[config.mk]
export PLATFORM = sky130hd
export DESIGN_NAME = control_unit
export DESIGN_NICKNAME = d
export VERILOG_FILES = /design/src/rtl/cpu_package.sv /design/src/rtl/main_decoder.sv /design/src/rtl/control_unit.sv
export SDC_FILE = /design/constraint.sdc
export NUM_CORES = 1
export LEC_CHECK = 0
export CAP_MARGIN = 20
export CORE_MARGIN = 4
export CORE_UTILIZATION = 45
export DETAILED_ROUTE_END_ITERATION = 12
export HOLD_SLACK_MARGIN = 0.15
export PLACE_DENSITY = 0.86
export SKIP_CTS_REPAIR_TIMING = 1
export SLEW_MARGIN = 20
export SYNTH_ARGS = -nofsm -noshare
export SYNTH_HDL_FRONTEND = slang
export SYNTH_SLANG_ARGS = --single-unit
[constraint.sdc]
create_clock -name clk -period 3.8 [get_ports clk]
set_input_delay 0.57 -clock clk [delete_from_list [all_inputs] [get_ports clk]]
set_output_delay 0.57 -clock clk [all_outputs]
set_load 0.02 [all_outputs]
[src/rtl/cpu_package.sv]
// Shared types and opcode constants for the RV32I multi-cycle control path.
// Imported by the main decoder and the control FSM.
package cpu_package;

  typedef enum logic [2:0] {
    R_TYPE = 3'd0,
    I_TYPE = 3'd1,
    S_TYPE = 3'd2,
    B_TYPE = 3'd3,
    U_TYPE = 3'd4,
    J_TYPE = 3'd5
  } instruction_type_t;

  localparam logic [6:0] OPC_OP     = 7'b0110011;
  localparam logic [6:0] OPC_OPIMM  = 7'b0010011;
  localparam logic [6:0] OPC_LOAD   = 7'b0000011;
  localparam logic [6:0] OPC_STORE  = 7'b0100011;
  localparam logic [6:0] OPC_BRANCH = 7'b1100011;
  localparam logic [6:0] OPC_JALR   = 7'b1100111;
  localparam logic [6:0] OPC_JAL    = 7'b1101111;
  localparam logic [6:0] OPC_LUI    = 7'b0110111;
  localparam logic [6:0] OPC_AUIPC  = 7'b0010111;

  typedef enum logic [2:0] {
    IDLE      = 3'd0,
    FETCH     = 3'd1,
    DECODE    = 3'd2,
    EXECUTE   = 3'd3,
    MEMORY    = 3'd4,
    WRITEBACK = 3'd5,
    TRAP      = 3'd6
  } state_t;

  typedef enum logic [1:0] {
    PC_PLUS4    = 2'd0,
    PC_PLUS_IMM = 2'd1,
    PC_ALU      = 2'd2
  } pc_src_t;

  typedef enum logic [1:0] {
    WB_ALU = 2'd0,
    WB_MEM = 2'd1,
    WB_PC4 = 2'd2
  } wb_src_t;

  typedef enum logic [1:0] {
    ALU_ADD    = 2'd0,
    ALU_FUNCT  = 2'd1,
    ALU_BRANCH = 2'd2
  } alu_op_sel_t;

  typedef enum logic [1:0] {
    TRAP_NONE         = 2'd0,
    TRAP_ILLEGAL      = 2'd1,
    TRAP_IMEM_TIMEOUT = 2'd2,
    TRAP_DMEM_TIMEOUT = 2'd3
  } trap_cause_t;

  // One-hot instruction class; all zero for anything this block cannot execute.
  typedef struct packed {
    logic op;
    logic opimm;
    logic load;
    logic store;
    logic branch;
    logic jalr;
  } instr_class_t;

endpackage

[src/rtl/main_decoder.sv]
// Opcode decoder: immediate format for the immediate generator, legality,
// and the instruction class that steers the control FSM.
module main_decoder
  import cpu_package::*;
(
  input  logic [6:0]        opcode_i,
  output instruction_type_t instr_type_o,
  output logic              legal_o,
  output instr_class_t      class_o
);

  always_comb begin
    // NOTE: every output gets a default before the case so no path can infer a latch.
    instr_type_o = R_TYPE;
    legal_o      = 1'b0;
    class_o      = '0;
    case (opcode_i)
      OPC_OP: begin
        legal_o    = 1'b1;
        class_o.op = 1'b1;
      end
      OPC_OPIMM: begin
        instr_type_o  = I_TYPE;
        legal_o       = 1'b1;
        class_o.opimm = 1'b1;
      end
      OPC_LOAD: begin
        instr_type_o = I_TYPE;
        legal_o      = 1'b1;
        class_o.load = 1'b1;
      end
      OPC_JALR: begin
        instr_type_o = I_TYPE;
        legal_o      = 1'b1;
        class_o.jalr = 1'b1;
      end
      OPC_STORE: begin
        instr_type_o  = S_TYPE;
        legal_o       = 1'b1;
        class_o.store = 1'b1;
      end
      OPC_BRANCH: begin
        instr_type_o   = B_TYPE;
        legal_o        = 1'b1;
        class_o.branch = 1'b1;
      end
      // Upper-immediate and JAL formats are reported but not executed here.
      OPC_LUI, OPC_AUIPC: instr_type_o = U_TYPE;
      OPC_JAL:            instr_type_o = J_TYPE;
      default:            instr_type_o = R_TYPE;
    endcase
  end

endmodule

[src/rtl/control_unit.sv]
// Multi-cycle RV32I main control FSM: fetch/decode/execute/memory/writeback
// sequencing, datapath enables and selects, and memory handshake timeouts.
module control_unit
  import cpu_package::*;
#(
  parameter int MEM_TIMEOUT = 255
) (
  input  logic              clk,
  input  logic              rst_n,
  input  logic [31:0]       instruction,
  output logic              imem_req,
  input  logic              imem_ready,
  output logic              dmem_req,
  output logic              dmem_we,
  input  logic              dmem_ready,
  input  logic              branch_taken,
  output logic              ir_write,
  output logic              pc_write,
  output logic [1:0]        pc_src,
  output logic              reg_write,
  output logic [1:0]        wb_src,
  output logic              alu_src_b,
  output logic [1:0]        alu_op_sel,
  output instruction_type_t instruction_type,
  output logic [1:0]        trap_cause,
  output logic              halted
);

  localparam int              CNT_W      = (MEM_TIMEOUT > 1) ? $clog2(MEM_TIMEOUT) : 1;
  localparam logic [CNT_W-1:0] WAIT_LIMIT = (MEM_TIMEOUT > 0) ? CNT_W'(MEM_TIMEOUT - 1) : '0;
  localparam bit              TIMEOUT_EN = (MEM_TIMEOUT != 0);

  state_t             state_q, state_d;
  logic [CNT_W-1:0]   wait_cnt_q, wait_cnt_d;
  trap_cause_t        trap_cause_q, trap_cause_d;

  logic               dec_legal;
  instr_class_t       cls;
  logic [4:0]         rd;
  logic               wait_expired;
  logic               unused_instr_bits;

  logic               ex_alu_src_b;
  alu_op_sel_t        ex_alu_op;
  pc_src_t            pc_src_c;
  wb_src_t            wb_src_c;
  alu_op_sel_t        alu_op_c;

  main_decoder u_main_decoder (
    .opcode_i     (instruction[6:0]),
    .instr_type_o (instruction_type),
    .legal_o      (dec_legal),
    .class_o      (cls)
  );

  assign rd                = instruction[11:7];
  assign unused_instr_bits = ^instruction[31:12];
  assign wait_expired      = TIMEOUT_EN && (wait_cnt_q == WAIT_LIMIT);

  // ALU operand/operation choice is a pure function of the class and is held
  // from EXECUTE through the end of the instruction.
  assign ex_alu_src_b = !(cls.op || cls.branch);
  assign ex_alu_op    = (cls.op || cls.opimm) ? ALU_FUNCT :
                        cls.branch            ? ALU_BRANCH : ALU_ADD;

  always_ff @(posedge clk or negedge rst_n) begin
    // NOTE: state uses non-blocking assignments; reset is asynchronous so outputs drop at once.
    if (!rst_n) begin
      state_q      <= IDLE;
      wait_cnt_q   <= '0;
      trap_cause_q <= TRAP_NONE;
    end else begin
      state_q      <= state_d;
      wait_cnt_q   <= wait_cnt_d;
      trap_cause_q <= trap_cause_d;
    end
  end

  always_comb begin
    state_d      = state_q;
    wait_cnt_d   = wait_cnt_q;
    trap_cause_d = trap_cause_q;
    imem_req     = 1'b0;
    ir_write     = 1'b0;
    dmem_req     = 1'b0;
    dmem_we      = 1'b0;
    pc_write     = 1'b0;
    pc_src_c     = PC_PLUS4;
    reg_write    = 1'b0;
    wb_src_c     = WB_ALU;
    alu_src_b    = 1'b0;
    alu_op_c     = ALU_ADD;

    unique case (state_q)
      IDLE: begin
        state_d    = FETCH;
        wait_cnt_d = '0;
      end

      FETCH: begin
        imem_req = 1'b1;
        if (imem_ready) begin
          ir_write = 1'b1;
          state_d  = DECODE;
        end else if (wait_expired) begin
          state_d      = TRAP;
          trap_cause_d = TRAP_IMEM_TIMEOUT;
        end else begin
          wait_cnt_d = wait_cnt_q + CNT_W'(1);
        end
      end

      DECODE: begin
        if (!dec_legal) begin
          state_d      = TRAP;
          trap_cause_d = TRAP_ILLEGAL;
        end else begin
          state_d = EXECUTE;
        end
      end

      EXECUTE: begin
        alu_src_b = ex_alu_src_b;
        alu_op_c  = ex_alu_op;
        if (cls.branch) begin
          pc_write   = 1'b1;
          pc_src_c   = branch_taken ? PC_PLUS_IMM : PC_PLUS4;
          state_d    = FETCH;
          wait_cnt_d = '0;
        end else if (cls.load || cls.store) begin
          state_d    = MEMORY;
          wait_cnt_d = '0;
        end else begin
          state_d = WRITEBACK;
        end
      end

      MEMORY: begin
        dmem_req  = 1'b1;
        dmem_we   = cls.store;
        alu_src_b = ex_alu_src_b;
        alu_op_c  = ex_alu_op;
        if (dmem_ready) begin
          if (cls.store) begin
            pc_write   = 1'b1;
            state_d    = FETCH;
            wait_cnt_d = '0;
          end else begin
            state_d = WRITEBACK;
          end
        end else if (wait_expired) begin
          state_d      = TRAP;
          trap_cause_d = TRAP_DMEM_TIMEOUT;
        end else begin
          wait_cnt_d = wait_cnt_q + CNT_W'(1);
        end
      end

      WRITEBACK: begin
        alu_src_b  = ex_alu_src_b;
        alu_op_c   = ex_alu_op;
        reg_write  = (rd != 5'd0);
        wb_src_c   = cls.load ? WB_MEM : (cls.jalr ? WB_PC4 : WB_ALU);
        pc_write   = 1'b1;
        pc_src_c   = cls.jalr ? PC_ALU : PC_PLUS4;
        state_d    = FETCH;
        wait_cnt_d = '0;
      end

      TRAP: state_d = TRAP;

      default: state_d = IDLE;
    endcase
  end

  assign pc_src     = pc_src_c;
  assign wb_src     = wb_src_c;
  assign alu_op_sel = alu_op_c;
  assign trap_cause = trap_cause_q;
  assign halted     = (state_q == TRAP);

endmodule

==> metrics.txt <==
status finished clean; Reg area between 300 and 400 um^2; Crit path largest cell delay approximately 0.63 ns; H-tree Lvls 1; CP arrival ~2.7 ns; total iterations of the first detailed-routing run 4; PwrDens ~510 nW/um^2; final worst path period need between 3 and 4 ns; GR Overflow Total 0; DP Wirelength around 2600 um; DRC 0; Synth top area share a little over a quarter; critical path class in -> out; Worst-Margin Slew 0.6423 ns; worst-case clock buffer depth 2; via count ~1.3k; core area approximately 2500 um^2; CTS Sinks 13; final critical-path share of the clock period 86.82%; Slew Viols, Final 0; syn nets 186; average via count per standard cell slightly above 6; clock latency on the worst-skew pair 0.28 ns; Max IR drop VDD 0.3606 mV; global-route wire length before repair around 5300 um; DRT antenna net count 0; clock tree from TritonCTS built; #FFs+latches synth 13; Top Ports 56; GPL Wtd Cong 0.9126; mapped cell area about 1200 um^2; P&R area growth vs syn 30.22%; Post-Route WL roughly 3300 um; clk_skew 0.007749 ns; die width 60.02 um; Final nets around 220; Initial Util slightly below 50%; Critical Path RT between 3 and 4 ns; RSZ-0062 raised after global routing no; hold violation count in the final report 0; Mean Syn Cell Area between 8 and 9 um^2; sequential share of the synthesized area about a quarter; fmax about 300 MHz; Cell Rows 18; critical path endpoint category primary output; Synth Flop Type dfrtp_1; multi-input combinational cell area between 800 and 900 um^2; top cells by area, synth dfrtp_1 (27%), a21oi_1 (5.3%), nand2_1 (4.6%), nor2_1 (4.6%), o21ai_0 (3.3%); Worst-path clk slew 0.09 ns; most used cell, CP clkdlybuf4s50_1; EDFF count, synth 0; share of cells above drive strength 1 under 10%; async set-reset flop share out of synthesis 100.0%; largest area contributor in the netlist dfrtp_1; Fin Setup TNS 0 ns; worst-path cell chain clkdlybuf4s50_1, or4b_4, nor2_1, a21oi_1, o22ai_1, clkdlybuf4s50_1; # diodes 0; hold crit path type reg -> reg; final setup vio count 0; WL/cell 15.59 um; GRT Total Usage 19.32%; overall power around 0.0008 W; critical path peak fanout 8; Initial DRC Count 58; initial antenna violation count 0; synth unique cells a little over 50; Slew Limit Headroom between 50% and 60%; MaxCap Viol Count 0; Root Buffer clkbuf_4; Syn Inst Count approximately 150; leakage power total a little under 0.6 nW; CTS buffer count 3; Die Y 60.02 um; Port Buf Inserts 35; CP max stage cell clkdlybuf4s50_1; pin count of the biggest net entering global routing 19; vias in the first global route 1,150; CP startpoint kind input port; fillers ~220; Synth Warn # 0; die area 3602 um^2
[synthesized netlist by cell type, drive strengths merged (3+ instances only)]
library cell and n:
nor3 8, nor2 15, o21ai 8, nand2 15, and2 3, clkbuf 4, inv 7, o22a 4
dfrtp 13, nand3 8, a21oi 14, nor4 3, nor2b 4, nor3b 6
[cell families (layout without fill, tap and decap cells)]
family	count (synthesis)	count (layout)	synth area share [%]
flip-flops	13	13	26.72
AO/OA/AOI/OAI	42	42	26.31
AND/OR/NAND/NOR	76	76	37.62
XOR/XNOR	1	1	0.7196
buffers and inverters	13	47	6.579
adder cells (fa/ha/maj)	2	2	2.055
[final timing paths]
path                       depth (start not counted)             to            from  slack (ns)
setup / recovery                                   6       pc_write  instruction[5]        0.50
hold / removal                                     2  trap_cause[1]   trap_cause[1]        0.48
setup reg to reg                                   7  trap_cause[0]   wait_cnt_q[0]        1.76
hold reg to reg                                    2  trap_cause[1]   trap_cause[1]        0.48
max in group asynchronous                          1  wait_cnt_q[6]           rst_n        2.75
min in group asynchronous                          1  trap_cause[1]           rst_n        0.66
[worst max-delay path: cells and delay by family]
family	cells	cell delay (ns)
AO/OA/AOI/OAI	2	0.23
buffers and inverters	2	1.23
AND/OR/NAND/NOR	2	0.69
[sequential cells by signal, summed over array words and instances (netlist names)]
signal	flops
trap_cause	2
wait_cnt_q	8
state_q	3
[layout make-up]
cell class,count,area share (%)
sequential,13,20.52
clock buffer,4,1.657
multi-input combinational,121,51.22
timing repair buffer,36,22.57
inverter,7,1.657
tap,30,2.368
[placed cells by master, fill, tap and decap left out, drive strengths merged, types with 6 or more instances in the layout]
cell type / instances
inv: 7
nand3: 8
a21oi: 14
dfrtp: 13
nor3: 8
o21ai: 8
nor3b: 6
clkdlybuf4s50: 35
nand2: 15
nor2: 15
[stage by stage]
| stage | cell area [um^2] | hold WS (ns) | setup slack, ns | instances | util [%] |
|---|---|---|---|---|---|
| 4_1_cts | 1585 | 0.4906 | 0.4982 | 211 | 62.85 |
| 3_5_place_dp | 1559 | 0.4722 | 0.5022 | 207 | 61.81 |
| 2_1_floorplan | 1217 | 0.2744 | 1.571 | 147 | - |
| 6_report | 1585 | 0.4774 | 0.5010 | 211 | 62.85 |
| 5_1_grt | 1585 | 0.5208 | 0.4103 | 211 | 62.85 |
| 3_3_place_gp | 1559 | 0.4563 | 0.5423 | 207 | 61.81 |
[routing by layer]
layer | vias to the layer above | wire [um] | track usage, %
met5 | - | 0 | 0
met4 | 0 | 34 | 3.797
met3 | 6 | 170 | 3.456
met2 | 43 | 1730 | 33.80
met1 | 615 | 1354 | 24.70
li1 | 622 | - | -
[report_power, final]
part / internal, W / leakage [nW] / switching, W
Combinational: 0.000216 / 0.411 / 0.000256
Sequential: 0.000164 / 0.170 / 0.0000771
Clock: 0.0000407 / 0.0150 / 0.0000471
Note: power is estimated with default switching activity, not from simulation.
